==> config.mk <==
export PLATFORM = sky130hd
export DESIGN_NAME = seg_scan_ctrl
export DESIGN_NICKNAME = d
export VERILOG_FILES = /design/src/rtl/seg_scan_ctrl.sv
export SDC_FILE = /design/constraint.sdc
export NUM_CORES = 1
export LEC_CHECK = 0
export BUFFER_PORTS_ARGS = -buffer_cell sky130_fd_sc_hd__buf_4
export CORE_MARGIN = 2
export CORE_UTILIZATION = 59
export CTS_CLUSTER_SIZE = 16
export DETAILED_ROUTE_END_ITERATION = 6
export PLACE_DENSITY = 0.93
export SLEW_MARGIN = 20
export SYNTH_ARGS = -nofsm -noshare
export SYNTH_HDL_FRONTEND = slang
export SYNTH_SLANG_ARGS = --single-unit
==> constraint.sdc <==
create_clock -name clk -period 6.29 [get_ports clk]
set_input_delay 0.9435 -clock clk [delete_from_list [all_inputs] [get_ports clk]]
set_output_delay 0.9435 -clock clk [all_outputs]
set_load 0.05 [all_outputs]
==> src/rtl/seg_scan_ctrl.sv <==
// seg_scan_ctrl: multiplexed 4-digit 7-segment scan controller with frame-aligned value updates
// Ports: clk, reset (async, active-high); value/load capture a new 16-bit display value;
//        loaded pulses one cycle after a commit; rom_addr/rom_data talk to an external
//        synchronous pattern ROM; seg passes rom_data through; an is the active-low digit enable.
// Optional feature: define SEG_SCAN_LZ_BLANK_EN to blank leading-zero digits.
module seg_scan_ctrl #(
  parameter int CLK_DIV = 50000
) (
  input  logic        clk,
  input  logic        reset,
  input  logic [15:0] value,
  input  logic        load,
  output logic        loaded,
  output logic [3:0]  rom_addr,
  input  logic [6:0]  rom_data,
  output logic [6:0]  seg,
  output logic [3:0]  an
);
  logic [15:0] tick_cnt_q, tick_cnt_d;
  logic [1:0]  digit_q, digit_d;
  logic [15:0] shadow_q, shadow_d;
  logic [15:0] pending_q, pending_d;
  logic        pend_valid_q, pend_valid_d;
  logic        loaded_q, loaded_d;
  logic [3:0]  an_q, an_d;
  logic        tick, frame_start, lz_blank;
  logic [15:0] shifted;
  always_comb begin
    tick         = tick_cnt_q == 16'(CLK_DIV - 1);
    frame_start  = tick && digit_q == 2'd3;
    tick_cnt_d   = tick ? 16'd0 : tick_cnt_q + 16'd1;
    digit_d      = tick ? digit_q + 2'd1 : digit_q;
    // A load landing on the frame-start tick wins over any older pending value.
    shadow_d     = frame_start ? (load ? value : pend_valid_q ? pending_q : shadow_q) : shadow_q;
    pending_d    = load && !frame_start ? value : pending_q;
    pend_valid_d = frame_start ? 1'b0 : load ? 1'b1 : pend_valid_q;
    loaded_d     = frame_start && (load || pend_valid_q);
    shifted      = shadow_q >> {digit_q, 2'b00};
    rom_addr     = shifted[3:0];
`ifdef SEG_SCAN_LZ_BLANK_EN
    // Digit k>0 is dark when it and every more significant nibble are zero.
    lz_blank     = digit_q != 2'd0 && shifted == 16'd0;
`else
    lz_blank     = 1'b0;
`endif
    // Registered so the enable lines up with the ROM's one-cycle read latency.
    an_d         = lz_blank ? 4'b1111 : ~(4'b0001 << digit_q);
  end
  always_ff @(posedge clk or posedge reset) begin
    if (reset) begin
      tick_cnt_q   <= 16'd0;
      digit_q      <= 2'd0;
      shadow_q     <= 16'd0;
      pending_q    <= 16'd0;
      pend_valid_q <= 1'b0;
      loaded_q     <= 1'b0;
      an_q         <= 4'b1111;
    end else begin
      tick_cnt_q   <= tick_cnt_d;
      digit_q      <= digit_d;
      shadow_q     <= shadow_d;
      pending_q    <= pending_d;
      pend_valid_q <= pend_valid_d;
      loaded_q     <= loaded_d;
      an_q         <= an_d;
    end
  end
  assign loaded = loaded_q;
  assign an     = an_q;
  assign seg    = rom_data;
endmodule

==> results.toml <==
[global_route]
grt_pass1_wl_mm = 8.09
grtUsageMet2 = 0.340
grt_most_used_layer = "met2"
use_met1 = 0.259
grt_pass1_vias = 1727
grt_max_degree = 57
gr-usage-met3 = 0.0492
antenna_found_initial = 0
overflow = 0
grt_util_all_layers = 0.203

[logic_synthesis]
ys_seq_area_frac = 0.520
synth_nets = 246
yosysWarnings = 0
synth_top_area_frac = 0.481
synth_area_per_cell_um2 = 12.6
synth_cells = 215
synth-seq-cells = 56
synth.distinct_cells = 36
syn_area_um2 = 2700
synth.area.top_cells = "dfrtp_1 48%, a2bb2oi_2 5.6%, mux2_4 5.6%"
yosys.area.top_type = "dfrtp_1"

[min_path]
hold_start = "tick_cnt_q[0]"
hold_depth = 1
hp-class = "register to register"

[die]
die_y_um = 71.7
core_um2 = 4380
die_x_um = 71.7
pin_count = 42
rows = 24
start_util = 0.616
design.die.area_um2 = 5140

[clock_tree]
ctsRootBufferMaster = "clkbuf_8"
clkTransAtPathRegs_ns = 0.09
post_cts_resized = 0
clk-insertion-delay-late_ns = 0.30
post-cts-setup-buffers = 0
clock-sinks = 56
cts_hold_buf = 0
cts_tree = "built"
cts_buffer_depth = 2
htreeDepth = 2
cts_buffers = 5

[worst_setup_path]
critPathRequiredTime_ns = 5.35
crit_slowest_cell = "dfrtp_1"
crit_type = "register to output port"
rr_startpoint = "tick_cnt_q[12]"
crit_start = "digit_q[0]"
cp_max_fo = 7
slowest_delay_ns = 0.59
start_kind = "register"
r2r_cells = 4
cp-end-kind = "output port"
worstPathCellList = "mux4_2 > buf_4"
worst_ep_arrival_time_ns = 1.66

[sta]
grt_setup_unrepaired = "false"
report.final.slew_viol_count = 0
max_freq_mhz = 384
slew_headroom = 0.277
fin_crit_ns = 2.60
finalSetupTns_ns = 0
hold_violations = 0
worst_slew_pin_slew_ns = 1.07
fin_worst_skew_ns = 0.00890
setup_violations = 0
period_share = 0.414

[pwr]
leakage_uw = 0.00132
p_comb_frac = 0.089
power_uw = 696
seqPwrFrac = 0.550
p_int_uw = 547
p_sw_uw = 148
p_clk_frac = 0.361
powerDensity_nw_per_um2 = 232
peakVddDrop_mv = 0.122
switching_share = 0.213

[layout]
drive_gt1_frac = 0.326
mostFrequentLayoutCell = "dfrtp_1"
final_cell_mix = "52 x dfrtp_1, 29 x buf_4, 15 x nor2_1"
multi_input_area_um2 = 1140
finish.utilization = 0.683
final_nets = 266
n_fill_cell = 303
seqCellArea_um2 = 1410
area_delta_synth_final_pct = 10.8
num_antenna_cells = 0

[detailed_routing]
wirelength_mm = 4.74
num_vias = 1696
viasPerCell = 5.89
drt_iter0_drc = 112
drtPass1Iterations = 7
drc = 0
drt.antenna.violating_nets = 0
wl_per_cell_um = 16.5

[place]
portBuffers = 27
hpwl_mm = 3.36
place.gp.congestion = 0.859

[run]
cap_violations = 0

[outcome]
status = "complete, no violations"
## through the flow
step	cell area (um2)	setup WS (ns)	std cells	hold slack, ns
after global placement	2870	3.95	280	0.467
after CTS	2990	3.66	288	0.494
after global routing	2990	3.60	288	0.505
after detailed placement	2870	3.92	280	0.481
final	2990	3.69	288	0.491
after floorplan	2700	3.98	215	0.455
## registers in the layout, indices dropped and copies added, names as in the netlist
register,count
shadow_q,16
pend_valid_q,1
pending_q,16
loaded,1
an,4
digit_q,2
tick_cnt_q,16
## final timing paths
check | to | slack (ns)
max in group asynchronous | tick_cnt_q[9] | 5.02
worst max register to register | shadow_q[14] | 3.91
min in group asynchronous | tick_cnt_q[3] | 0.82
worst min-delay path | tick_cnt_q[0] | 0.49
worst max-delay path | rom_addr[0] | 3.69
worst min register to register | tick_cnt_q[0] | 0.49
## layout make-up
| class | instances | share of cell area |
|---|---|---|
| sequential | 56 | 0.470 |
| timing repair buffer | 29 | 0.0727 |
| clock inverter | 1 | 0.0100 |
| multi-input combinational | 132 | 0.380 |
| clock buffer | 7 | 0.0322 |
| inverter | 11 | 0.0138 |
| tap | 52 | 0.0217 |
## synthesized netlist by cell type
master	n
dfrtp_1	52
nor2_1	15
nand3_1	12
inv_1	11
nand2_1	11
o22ai_1	11
a2bb2oi_2	10
mux2_4	10
xnor2_1	10
buf_4	7
clkbuf_1	6
mux2_2	6
ha_1	5
nand4_1	5
dfstp_2	4
mux4_2	4
xor2_1	4
a32oi_1	3
nor3_1	3
nor4_1	3
o21ai_0	3
a2bb2oi_1	2
and3_1	2
buf_6	2
nor2b_1	2
or4bb_1	2
a21oi_1	1
a22o_1	1
a31o_2	1
and4_1	1
buf_12	1
nand2_8	1
nor2_4	1
nor4b_1	1
or4_4	1
or4b_4	1
## logic make-up after synthesis
logic type | after synthesis | share of synthesized area
AO/OA/AOI/OAI | 32 | 0.111
XOR/XNOR | 14 | 0.0454
adder cells (fa/ha/maj) | 5 | 0.0231
buffers and inverters | 27 | 0.0588
flip-flops | 56 | 0.520
multiplexers | 20 | 0.114
AND/OR/NAND/NOR | 61 | 0.127
## critical path, delay by kind of cell (launching register included)
kind | cells | cell delay, ns
DFF | 1 | 0.59
buffers and inverters | 1 | 0.20
muxes | 1 | 0.56
## power by group through the flow
stage	clock, uW	sequential [uW]	combinational [uW]
floorplan	0	387	57.7
global placement	0	389	61.1
detailed placement	0	390	62.8
CTS	254	383	62.9
global route	272	384	67.8
finish	251	383	62.0
## routing by layer
layer / vias up / wire [um]
met5: - / 0
met4: 0 / 55
met3: 7 / 207
met2: 40 / 2380
met1: 850 / 2100
li1: 799 / -
No activity file was read; power rests on OpenSTA's default activity.
